==> src/rtl/id_ex_stage_reg.sv <==
// id_ex_stage_reg: ID/EX pipeline register with write-back bypass, stall and flush
// Optional ID_EX_PERF_CNT_EN adds bubble_cnt/stall_cnt performance counters.
module id_ex_stage_reg #(
  parameter int XLEN   = 32,
  parameter int REG_AW = 5,
  parameter int CTRL_W = 10
) (
  input  logic              clk,
  input  logic              rst,
  input  logic              stall_e,
  input  logic              flush_e,
  input  logic              valid_d,
  input  logic [XLEN-1:0]   pc_d,
  input  logic [XLEN-1:0]   pc_plus4_d,
  input  logic [XLEN-1:0]   rd1_d,
  input  logic [XLEN-1:0]   rd2_d,
  input  logic [XLEN-1:0]   imm_d,
  input  logic [REG_AW-1:0] rs1_d,
  input  logic [REG_AW-1:0] rs2_d,
  input  logic [REG_AW-1:0] rd_d,
  input  logic [CTRL_W-1:0] ctrl_d,
  input  logic              wb_we,
  input  logic [REG_AW-1:0] wb_rd,
  input  logic [XLEN-1:0]   wb_data,
  output logic              valid_e,
  output logic [XLEN-1:0]   pc_e,
  output logic [XLEN-1:0]   pc_plus4_e,
  output logic [XLEN-1:0]   rd1_e,
  output logic [XLEN-1:0]   rd2_e,
  output logic [XLEN-1:0]   imm_e,
  output logic [REG_AW-1:0] rs1_e,
  output logic [REG_AW-1:0] rs2_e,
  output logic [REG_AW-1:0] rd_e,
  output logic [CTRL_W-1:0] ctrl_e
`ifdef ID_EX_PERF_CNT_EN
  ,
  output logic [31:0]       bubble_cnt,
  output logic [31:0]       stall_cnt
`endif
);
  logic [XLEN-1:0] rd1_fwd, rd2_fwd;
  logic            load, valid_n;
  always_comb begin
    rd1_fwd = (wb_we && wb_rd != '0 && wb_rd == rs1_d) ? wb_data : rd1_d;
    rd2_fwd = (wb_we && wb_rd != '0 && wb_rd == rs2_d) ? wb_data : rd2_d;
    load    = flush_e || !stall_e;
    valid_n = valid_d && !flush_e;
  end
  // Flush still loads data fields; only valid, ctrl and rd are forced to a bubble.
  always_ff @(posedge clk or posedge rst) begin
    if (rst) begin
      valid_e    <= 1'b0;
      pc_e       <= '0;
      pc_plus4_e <= '0;
      rd1_e      <= '0;
      rd2_e      <= '0;
      imm_e      <= '0;
      rs1_e      <= '0;
      rs2_e      <= '0;
      rd_e       <= '0;
      ctrl_e     <= '0;
    end else if (load) begin
      valid_e    <= valid_n;
      pc_e       <= pc_d;
      pc_plus4_e <= pc_plus4_d;
      rd1_e      <= rd1_fwd;
      rd2_e      <= rd2_fwd;
      imm_e      <= imm_d;
      rs1_e      <= rs1_d;
      rs2_e      <= rs2_d;
      rd_e       <= flush_e ? '0 : rd_d;
      ctrl_e     <= valid_n ? ctrl_d : '0;
    end
  end
`ifdef ID_EX_PERF_CNT_EN
  always_ff @(posedge clk or posedge rst) begin
    if (rst) begin
      bubble_cnt <= '0;
      stall_cnt  <= '0;
    end else begin
      if (load && !valid_n) bubble_cnt <= bubble_cnt + 32'd1;
      if (stall_e && !flush_e) stall_cnt <= stall_cnt + 32'd1;
    end
  end
`endif
endmodule
==> config.mk <==
export PLATFORM = sky130hd
export DESIGN_NAME = id_ex_stage_reg
export DESIGN_NICKNAME = d
export VERILOG_FILES = /design/src/rtl/id_ex_stage_reg.sv
export SDC_FILE = /design/constraint.sdc
export NUM_CORES = 1
export LEC_CHECK = 0
export ABC_AREA = 1
export BUFFER_PORTS_ARGS = -buffer_cell sky130_fd_sc_hd__buf_4
export CAP_MARGIN = 20
export CORE_AREA = 5 5 156 158
export CTS_CLUSTER_DIAMETER = 60
export DETAILED_ROUTE_END_ITERATION = 10
export DIE_AREA = 0 0 161 163
export GPL_TIMING_DRIVEN = 0
export PLACE_DENSITY = 0.67
export SLEW_MARGIN = 20
export SYNTH_ARGS = -nofsm -noshare
export SYNTH_HDL_FRONTEND = slang
export SYNTH_SLANG_ARGS = --single-unit
==> constraint.sdc <==
create_clock -name clk -period 12.1 [get_ports clk]
set_input_delay 2.42 -clock clk [delete_from_list [all_inputs] [get_ports clk]]
set_output_delay 2.42 -clock clk [all_outputs]
set_load 0.02 [all_outputs]
After elaboration in Yosys (flattened, before gate mapping) --
Cells that the tools add are included.
Storage, ports and cells: bits in registers 186, logic and storage cells 24, bits of input ports 228, output and inout port bits 186
Cells by class: multiplexer cells 4, reductions and logical operators 8, eq/ne operators 2
Operators with widths (number):
- $mux 32 | 2
- $eq 5x5->1 | 2
- $mux 10 | 1
- $mux 5 | 1
- $reduce_bool 5->1 | 1
- $logic_and 1x1->1 | 4
- $logic_not 1->1 | 2
- $logic_or 1x1->1 | 1

Longest topological paths before layout --
Gate-level depths: netlist of run 1.
depth in word-level cells 4, mapped depth 10, gate-level depth less buffers 9

Worst setup path after synthesis of run 1 --
No wires, ideal clock.
path type input to register, from input wb_rd[4], to register rd1_e[0], path slack 8.794 ns, data required time 11.982 ns, path buffers 1, stages on the path 6, data arrival time 3.188 ns, setup time 0.118 ns, cell sequence xor2_1 -> nor2_2 -> buf_2 -> nand4_1 -> nand3_1 -> nand2_1
On the way: longest elaborated chain between the ends 4, elaborated cells between the ends (all ways) 5, those cells by class 1 x eq/ne; 1 x mux; 3 x reduce/logical
RTL lines:
- from (decl) | line 23 | input logic [REG_AW-1:0] wb_rd,
- $reduce_bool 5->1 | line 44 | rd1_fwd = (wb_we && wb_rd != '0 && wb_rd == rs1_d) ? wb_data : rd1_d;
- $logic_and 1x1->1 | line 44
- $logic_and 1x1->1 * | line 44
- $mux 32 * | line 44
- to (signal assigned) | line 66 | rd1_e <= rd1_fwd;
- to (decl) | line 28 | output logic [XLEN-1:0] rd1_e,
Mark *: on every way between the ends. The rest lies on a longest branch, timed or not. A chain may end at the register's enable or synchronous reset.

Worst setup path in the final report of run 1 --
from input stall_e, to register rd2_e[0]
On the way: longest elaborated chain between the ends 2
RTL lines:
- from (decl) | line 10 | input logic stall_e,
- $logic_not 1->1 | line 46 | load = flush_e || !stall_e;
- $logic_or 1x1->1 | line 46
- to (signal assigned) | line 67 | rd2_e <= rd2_fwd;
- to (decl) | line 29 | output logic [XLEN-1:0] rd2_e,
No other way between the ends.

==> results.py, run 1 <==
metrics = {
    "clocking": {
        "root_buffer": "clkbuf_16",
        "htree_levels": 4,
        "post_cts_buffers": 0,
        "clk-insertion-delay-late_ps": 420,
        "cts_hold_buf": 0,
        "cts_sinks": 186,
        "cts_tree": "yes",
        "ctsResizeCount": 0,
        "numCtsBuffers": 17,
        "path_clk_slew_ps": 70,
        "clock_path_buffers": 2,
    },
    "setup_path": {
        "slowest_delay_ps": 490,
        "crit_chain": "buf_4 -> inv_2 -> nor2_4 -> inv_2 -> buf_2 -> buf_1 -> nand3_1 -> nand2_1",
        "critical_path.top_delay_family": "buffers and inverters",
        "reg2reg_from": "ctrl_e[0]",
        "crit_type": "input pin to flip-flop",
        "startpoint_type": "input pin",
        "cp.arrival_ps": 3930,
        "cp-end-kind": "flip-flop",
        "crit_buf_inv": 5,
        "slowest_stage": "buf_1",
        "required_ps": 12470,
        "startpoint": "stall_e",
        "crit_path_frequent_cell": "inv_2",
        "cp_max_fo": 10,
    },
    "die": {
        "start_util_pct": 36.31,
        "die_h_microns": 163,
        "io_pins": 414,
        "die_x_microns": 161,
        "die-area_sq_mm": 0.02624,
        "rows": 56,
        "fp.coreArea_sq_mm": 0.02298,
    },
    "timing": {
        "period_needed_ps": 3561,
        "finalSetupViolations": 0,
        "tightest_slew_ps": 691.4,
        "finalCritPeriodShare_pct": 29.43,
        "rsz0062_at_grt": "false",
        "skew_ps": 0,
        "whs_ps": 479.2,
        "max_freq_ghz": 0.2808,
        "hold_viol": 0,
        "drv_slew": 0,
        "slew-limit-headroom_pct": 53.91,
        "tns_ps": 0,
    },
    "logic_synthesis": {
        "synth_nets": 1292,
        "yosysTopAreaCell": "dfrtp_1",
        "synthCells": 1064,
        "syn_avg_cell_area_sq_um": 7.842,
        "yosysTopAreaCellShare_pct": 55.78,
        "ys_seq_area_share_pct": 55.78,
        "yosysWarnings": 0,
        "synthTopCellsByArea": "dfrtp_1 (56%), nand2_1 (24%), nand3_1 (6.2%), inv_1 (5.0%), nand4_1 (2.4%)",
        "synth_cell_types": 19,
        "ys_seq_elements": 186,
        "synthesis.area_sq_mm": 0.008344,
    },
    "global_routing": {
        "overflow": 0,
        "grt_max_degree": 95,
        "grt_pass1_vias": 8647,
        "grt_util_all_layers_pct": 23.28,
        "antenna_found_initial": 0,
        "grt_pass1_wl_microns": 47600,
    },
    "detailed_routing": {
        "ant_nets": 0,
        "vias": 8442,
        "viasPerCell": 4.690,
        "drtPass1Iterations": 5,
        "routed_wirelength_microns": 31130,
        "drt_iter0_drc": 501,
        "wl_per_cell_microns": 17.29,
        "route.detailed.drc": 0,
    },
    "worst_hold_path": {
        "hold_start": "pc_plus4_e[26]",
        "hold_path_class": "flip-flop to flip-flop",
    },
    "cells_and_area": {
        "drive_gt1_share_pct": 33.31,
        "register_area_sq_mm": 0.004654,
        "num_antenna_cells": 0,
        "multi_input_area_sq_mm": 0.002935,
        "nNetsFinal": 1725,
        "area_growth_pct": 49.29,
        "fill_cells": 2206,
    },
    "power_and_ir_drop": {
        "clockPowerShare_pct": 35.7,
        "switching_share_pct": 31.30,
        "intPower_mw": 1.124,
        "p_seq_share_pct": 42.9,
        "power-per-cell-area_mw_per_mm2": 131.4,
        "cellLeakagePower_nw": 7.231,
        "switchingPower_mw": 0.5122,
        "p_comb_share_pct": 21.3,
        "irDropWorstVdd_mv": 0.07739,
    },
    "placed_design": {
        "gp_congestion": 0.8869,
        "port_buffers": 413,
        "hpwl_microns": 24430,
    },
    "run": {
        "max_cap_viol_count": 0,
    },
    "outcome": {
        "status": "finished clean",
    },
}
[flip-flops by register name (all words and copies together), names as in the netlist]
| register | cells |
|---|---|
| valid_e | 1 |
| imm_e | 32 |
| rd2_e | 32 |
| rs1_e | 5 |
| pc_e | 32 |
| rs2_e | 5 |
| ctrl_e | 10 |
| rd_e | 5 |
| pc_plus4_e | 32 |
| rd1_e | 32 |
[kinds of logic (layout without fill, tap and decap cells)]
logic type / after synthesis / in the layout / share of synthesized area (%)
compound gates: 13 / 13 / 0.7797
xor+xnor: 7 / 7 / 0.7348
buf+inv: 176 / 622 / 9.042
flops: 186 / 186 / 55.78
simple gates: 682 / 682 / 33.66
[cells in the final DEF, fill, tap and decap left out]
cell and count:
nor2_1 2, nand3_1 104, nand3_2 1, buf_6 6, o21ai_0 13, buf_1 2, buf_16 1, nor2_4 3
inv_8 5, dfrtp_1 186, nand2_1 536, nand2_2 2, bufinv_16 1, clkbuf_16 17, clkbuf_1 15, clkinv_8 3
buf_2 36, nor2_2 2, nand4_1 32, xor2_1 5, buf_4 414, inv_2 5, clkinvlp_4 1, inv_6 3
xnor2_1 2, inv_1 110, clkbuf_8 1, clkinv_4 2
[final timing paths]
check                                 end  slack [ps]  cells after the start
max                              rd2_e[0]        8540                      8
min                        pc_plus4_e[26]         480                      2
max reg2reg                     ctrl_e[0]       11430                      2
min reg2reg                pc_plus4_e[26]         480                      2
max in group asynchronous        rd2_e[7]        9120                      3
min in group asynchronous        pc_e[12]        2060                      2
[Yosys cell counts]
cell and instances:
buf_2 36, xor2_1 5, clkbuf_1 15, xnor2_1 2
nor2_4 3, nand3_1 104, nand3_2 1, inv_1 111
o21ai_0 13, nand2_2 2, nand4_1 32, buf_4 1
nand2_1 536, buf_6 6, nor2_2 2, nor2_1 2
inv_2 5, buf_1 2, dfrtp_1 186
[cell type report]
| class | instances | share of cell area, % |
|---|---|---|
| Timing Repair Buffer | 414 | 25.11 |
| Tap cell | 290 | 2.913 |
| Clock inverter | 14 | 1.406 |
| Buffer | 60 | 2.561 |
| Sequential cell | 186 | 37.36 |
| Inverter | 116 | 3.556 |
| Multi-Input combinational cell | 702 | 23.56 |
| Clock buffer | 18 | 3.526 |
[per-stage QoR]
stage | std cells | setup slack (ps) | instance area [sq um] | utilization, % | power, mW
2_1_floorplan | 1064 | 4623 | 8344 | - | 0.8744
3_3_place_gp | 1767 | 2338 | 11810 | 51.38 | 1.061
3_5_place_dp | 1768 | 8046 | 11840 | 51.53 | 1.067
4_1_cts | 1800 | 8501 | 12460 | 54.20 | 1.655
5_1_grt | 1800 | 8384 | 12460 | 54.20 | 1.709
6_report | 1800 | 8539 | 12460 | 54.20 | 1.636
[worst min-delay path, cell delays in order (launching register included)]
cell and delay (ps):
dfrtp_1 340, nand2_1 50, nand2_1 50
[power groups by stage]
stage / logic (mW) / clock network (mW) / registers, mW
after global placement: 0.349 / 0 / 0.712
final: 0.349 / 0.585 / 0.702
after detailed placement: 0.354 / 0 / 0.713
after CTS: 0.355 / 0.598 / 0.702
after global routing: 0.380 / 0.621 / 0.708
after floorplan: 0.0992 / 0 / 0.775
[routing by layer]
| metal | track usage (%) | wire [microns] | vias to the layer above |
|---|---|---|---|
| li1 | - | - | 4103 |
| met1 | 28.28 | 12570 | 3964 |
| met2 | 40.68 | 15480 | 343 |
| met3 | 7.087 | 2680 | 32 |
| met4 | 5.777 | 402 | 0 |
| met5 | 0 | 0 | - |
Power figures use the tool's default switching activity.
==> run 2, diff against run 1 <==
Settings changed: ABC_AREA 1 to 0, CORE_AREA 5 5 156 158 to 5 5 159 161, DIE_AREA 0 0 161 163 to 0 0 164 166, PLACE_DENSITY 0.67 to 0.65.
Clock period 12.1 ns to 2.9 ns, I/O delays scaled along.
==> run 2 against run 1 <==
  * Sequential power grew to 4.2 times the previous value
  * Largest cell class unchanged
  * Total power grew to 4.1 times the previous value
  * Worst setup slack worse by 8100 ps
==> results.py, run 2 <==
metrics = {
    "outcome": {
        "status": "finished clean",
    },
    "power_and_ir_drop": {
        "power-per-cell-area_mw_per_mm2": 556.1,
        "p_seq_share_pct": 43.4,
        "total_power_mw": 6.770,
        "irDropWorstVdd_mv": 0.3298,
        "intPower_mw": 4.647,
        "switchingPower_mw": 2.123,
        "clockPowerShare_pct": 33.9,
        "p_comb_share_pct": 22.7,
        "switching_share_pct": 31.36,
        "cellLeakagePower_nw": 6.371,
    },
    "setup_path": {
        "slowest_delay_ps": 460,
        "slowest_stage": "clkbuf_1",
        "crit_type": "input pin to flip-flop",
        "crit_chain": "clkbuf_1 -> nand2b_1 -> clkbuf_1 -> buf_2 -> clkbuf_1 -> nand2_1 -> nand2_1",
        "required_ps": 3260,
        "startpoint_type": "input pin",
        "critical_path.top_delay_family": "buffers and inverters",
        "cp-end-kind": "flip-flop",
        "crit_buf_inv": 4,
        "cp.arrival_ps": 2780,
        "crit_path_frequent_cell": "clkbuf_1",
        "cp_max_fo": 10,
    },
    "timing": {
        "period_needed_ps": 2415,
        "skew_ps": 0,
        "rsz0062_at_grt": "false",
        "finalSetupViolations": 0,
        "setup_ws_ps": 485.4,
        "slew-limit-headroom_pct": 32.03,
        "tightest_slew_ps": 1012,
        "hold_viol": 0,
        "finalCritPeriodShare_pct": 83.26,
        "drv_slew": 0,
        "whs_ps": 157.2,
        "max_freq_ghz": 0.4142,
    },
    "die": {
        "io_pins": 414,
        "fp.coreArea_sq_mm": 0.02382,
        "rows": 57,
        "die_h_microns": 166,
        "die-area_sq_mm": 0.02722,
        "start_util_pct": 33.52,
        "die_x_microns": 164,
    },
    "global_routing": {
        "antenna_found_initial": 1,
        "grt_pass1_vias": 8050,
        "overflow": 0,
        "grt_pass1_wl_microns": 47600,
        "grt_max_degree": 34,
        "grt_util_all_layers_pct": 22.60,
    },
    "clocking": {
        "htree_levels": 4,
        "cts_sinks": 186,
        "clock_path_buffers": 2,
        "cts_tree": "yes",
        "path_clk_slew_ps": 80,
        "post_cts_buffers": 0,
        "ctsResizeCount": 0,
        "numCtsBuffers": 17,
        "cts_hold_buf": 0,
        "root_buffer": "clkbuf_16",
        "clk-insertion-delay-late_ps": 430,
    },
    "placed_design": {
        "port_buffers": 411,
        "pre_cts_ws_ps": -48.15,
        "hpwl_microns": 24780,
        "gp_congestion": 0.9023,
    },
    "detailed_routing": {
        "vias": 7959,
        "drtPass1Iterations": 5,
        "wl_per_cell_microns": 19.45,
        "ant_nets": 0,
        "viasPerCell": 4.925,
        "routed_wirelength_microns": 31430,
        "drt_iter0_drc": 453,
        "route.detailed.drc": 0,
    },
    "cells_and_area": {
        "mostFrequentLayoutCells": "buf_4 (411), nand2_1 (382), dfrtp_1 (186)",
        "final_common_cell": "buf_4",
        "drive_gt1_share_pct": 35.71,
        "nNetsFinal": 1507,
        "area_growth_pct": 52.44,
        "utilization_pct": 51.10,
    },
    "logic_synthesis": {
        "synthCells": 843,
        "synth_cell_types": 22,
        "synthTopCellsByArea": "dfrtp_1 (58%), nand2_1 (18%), a221o_1 (8.0%), a31oi_1 (5.0%), clkbuf_1 (2.7%)",
        "synthFlopType": "dfrtp_1",
        "synth_nets": 1071,
        "synth_edf_count": 0,
        "synth_commonest_cells": "nand2_1 (382), dfrtp_1 (186), a221o_1 (64), a31oi_1 (64), clkbuf_1 (58)",
        "yosysMostFrequentCell": "nand2_1",
        "yosysWarnings": 0,
        "ys_seq_elements": 186,
        "ys_seq_area_share_pct": 58.29,
        "yosysTopAreaCellShare_pct": 58.29,
        "async_reset_ff_share_pct": 100.0,
        "synthesis.area_sq_mm": 0.007985,
        "yosysTopAreaCell": "dfrtp_1",
        "syn_avg_cell_area_sq_um": 9.472,
    },
    "run": {
        "max_cap_viol_count": 0,
    },
    "worst_hold_path": {
        "hold_path_class": "input pin to asynchronous set/reset pin",
    },
}
[run 2: metrics by stage]
step | setup TNS (ps) | cells | instance area, sq um
final | 0 | 1616 | 12170
after detailed placement | -378.1 | 1584 | 11600
after floorplan | -13490 | 843 | 7989
after global routing | 0 | 1616 | 12170
after CTS | 0 | 1615 | 12170
after global placement | -255810 | 1578 | 11480
[run 2: layout make-up]
type / instances / area, sq um
fillers: 2311 / 11650
flip-flops and latches: 186 / 4654
repair buffers: 417 / 3206
multi-input cells: 584 / 2992
clock buffers: 18 / 439.2
well taps: 324 / 405.4
plain buffers: 72 / 335.3
clock inverters: 13 / 131.4
inverters: 1 / 7.507
diodes: 1 / 2.502
[run 2: cell families after synthesis]
group / synth area share, %
simple gates: 21.42
flops: 58.29
compound gates: 14.32
buf+inv: 4.246
xor+xnor: 1.097
mux: 0.6268
[run 2: worst paths after layout]
check,from,end,slack [ps],cells after the start
setup reg to reg,rd2_e[18],rd2_e[18],2040,1
hold reg to reg,pc_e[22],pc_e[22],470,2
setup / recovery,flush_e,rs1_e[2],490,7
max in group asynchronous,rst,rd1_e[20],1800,5
hold / removal,rst,imm_e[14],160,2
min in group clk,pc_plus4_d[11],pc_plus4_e[11],330,3
[run 2: per-layer routing]
| layer | wire length [microns] | global-route usage (%) | vias up |
|---|---|---|---|
| met5 | 0 | 0 | - |
| met4 | 1039 | 8.534 | 0 |
| met3 | 2266 | 5.336 | 57 |
| met2 | 15240 | 36.76 | 333 |
| met1 | 12880 | 29.29 | 3831 |
| li1 | - | - | 3738 |
[run 2: power by group through the flow]
stage	clock (mW)	sequential, mW	combinational (mW)
after floorplan	0	3.24	0.455
after global placement	0	2.98	1.52
after detailed placement	0	2.98	1.55
after CTS	2.36	2.94	1.55
after global routing	2.45	2.97	1.65
final	2.29	2.94	1.54
==> run 3, diff against run 2 <==
Settings changed: PLACE_DENSITY 0.65 to 0.63.
Clock period 2.9 ns to 2.3 ns, I/O delays scaled along.
==> run 3 against run 2 <==
  * Largest power group unchanged
  * First-iteration DRC count is 33% higher
  * Clock skew did not move
  * Sequential cell count stayed put
  * Sequential power rose by 26%
  * Worst setup slack lost 360 ps
  * Utilization is 0.14 points higher
  * Cell count barely moved
==> results.py, run 3 (synthesis results as in run 2) <==
metrics = {
    "cells_and_area": {
        "final_common_cell": "buf_4",
        "drive_gt1_share_pct": 35.86,
        "nNetsFinal": 1507,
        "area_growth_pct": 52.85,
        "fill_cells": 2333,
        "mostFrequentLayoutCells": "buf_4 (411), nand2_1 (382), dfrtp_1 (186)",
        "num_antenna_cells": 0,
        "design_area_sq_mm": 0.01221,
    },
    "placed_design": {
        "port_buffers": 411,
        "place_area_sq_mm": 0.01160,
        "hpwl_microns": 24900,
        "gp_congestion": 0.8919,
    },
    "setup_path": {
        "ff2ff_path_depth": 1,
        "reg2reg_from": "rd2_e[16]",
        "crit_type": "input pin to flip-flop",
        "slowest_stage": "nor3_1",
        "startpoint": "wb_rd[1]",
        "required_ps": 2620,
        "r2r_slack_ps": 1430,
        "endpoint": "rd2_e[23]",
        "r2r-end": "rd2_e[16]",
        "cp_max_fo": 10,
        "crit_chain": "buf_4 -> xor2_1 -> nor3_1 -> clkbuf_1 -> a31oi_1 -> a221o_1",
        "startpoint_type": "input pin",
        "cp.arrival_ps": 2490,
        "slowest_delay_ps": 830,
        "cp-end-kind": "flip-flop",
    },
    "timing": {
        "rsz0062_at_grt": "false",
        "finalSetupViolations": 0,
        "finalCritPeriodShare_pct": 94.62,
        "hold_viol": 0,
        "slew-limit-headroom_pct": 30.95,
        "drv_slew": 0,
        "tightest_slew_ps": 1028,
        "skew_ps": 0,
        "period_needed_ps": 2176,
        "tns_ps": 0,
        "max_freq_ghz": 0.4595,
    },
    "detailed_routing": {
        "routed_wirelength_microns": 31630,
        "wl_per_cell_microns": 19.59,
        "viasPerCell": 4.973,
        "route.detailed.drc": 0,
        "drt_iter0_drc": 601,
        "ant_nets": 0,
        "vias": 8031,
        "drtPass1Iterations": 5,
    },
    "worst_hold_path": {
        "hold_path_class": "input pin to asynchronous set/reset pin",
    },
    "die": {
        "die_x_microns": 164,
        "die-area_sq_mm": 0.02722,
        "rows": 57,
        "fp.coreArea_sq_mm": 0.02382,
        "die_h_microns": 166,
        "io_pins": 414,
        "start_util_pct": 33.52,
    },
    "clocking": {
        "htree_levels": 4,
        "clock_path_buffers": 2,
        "cts_tree": "yes",
        "root_buffer": "clkbuf_16",
        "post_cts_buffers": 0,
        "clk-insertion-delay-late_ps": 430,
        "path_clk_slew_ps": 80,
        "cts_sinks": 186,
        "cts_hold_buf": 0,
        "numCtsBuffers": 17,
    },
    "power_and_ir_drop": {
        "irDropWorstVdd_mv": 0.3930,
        "p_comb_share_pct": 22.4,
        "switching_share_pct": 31.24,
        "clockPowerShare_pct": 34.9,
        "p_seq_share_pct": 42.7,
        "switchingPower_mw": 2.709,
        "power-per-cell-area_mw_per_mm2": 710.6,
        "cellLeakagePower_nw": 6.394,
        "intPower_mw": 5.963,
    },
    "global_routing": {
        "antenna_found_initial": 0,
        "grt_util_all_layers_pct": 22.75,
        "grt_pass1_wl_microns": 47890,
        "grt_pass1_vias": 7960,
        "grt_max_degree": 33,
        "overflow": 0,
    },
    "outcome": {
        "status": "finished clean",
    },
    "run": {
        "max_cap_viol_count": 0,
    },
}
run 3: cell types whose count changed in the layout (fill, tap and decap cells not counted), sizes merged:
cell / delta
clkinv: -1
bufinv: +1
diode: -1
inv: +2
clkbuf: -1
clkinvlp: -1
run 3: timing repair:
item / in CTS / in global routing
endpoints found under the setup margin: 19 / 0
hold endpoints to repair: 0 / 0
resized for setup: 2 / 0
run 3: metrics by stage:
step	power (mW)	hold slack [ps]	utilization, %	setup slack, ps	std cells
after global routing	9.072	114.5	51.24	31.03	1615
after floorplan	4.660	572.9	-	-552.5	843
final	8.673	90.50	51.24	123.6	1615
after CTS	8.758	76.10	51.24	147.2	1615
after global placement	5.670	451.0	48.19	-1907	1578
after detailed placement	5.718	456.4	48.70	-499.6	1584
run 3: critical path: cells and delay by family:
family                    cells  cell delay, ps
and+or+nand+nor               1             830
buffers and inverters         2             570
AOI/OAI and AO/OA             2             480
xor gates and xnor gates      1             150
run 3: how the worst min path moves through the flow:
stage,start,to,slack (ps),cells after the start
final,rst,pc_e[4],90,2
after global routing,rst,pc_e[4],110,2
after CTS,rst,pc_e[4],80,2
after detailed placement,pc_plus4_e[12],pc_plus4_e[12],460,2
after global placement,imm_e[15],imm_e[15],450,2
after floorplan,imm_d[0],imm_e[0],570,2
run 3: metal layers:
metal / part of all wire, % / up-vias / track usage, %
met1: 40 / 3853 / 29.19
met4: 3.7 / 0 / 8.972
li1: - / 3725 / -
met2: 48 / 388 / 36.96
met3: 7.8 / 65 / 5.634
met5: 0 / - / 0
run 3: power by group through the flow:
stage / clock [mW] / combinational [mW] / sequential (mW)
6_report: 3.03 / 1.94 / 3.70
5_1_grt: 3.25 / 2.08 / 3.74
4_1_cts: 3.10 / 1.96 / 3.70
3_5_place_dp: 0 / 1.96 / 3.76
3_3_place_gp: 0 / 1.91 / 3.76
2_1_floorplan: 0 / 0.574 / 4.09
run 3: cell type report:
| class | instances | area (sq um) | share of cell area (%) |
|---|---|---|---|
| Sequential cell | 186 | 4654 | 38.13 |
| Timing Repair Buffer | 417 | 3206 | 26.26 |
| Multi-Input combinational cell | 584 | 2992 | 24.51 |
| Clock buffer | 17 | 425.4 | 3.485 |
| Tap cell | 324 | 405.4 | 3.321 |
| Buffer | 72 | 337.8 | 2.768 |
| Clock inverter | 14 | 177.7 | 1.456 |
| Inverter | 1 | 7.507 | 0.06151 |
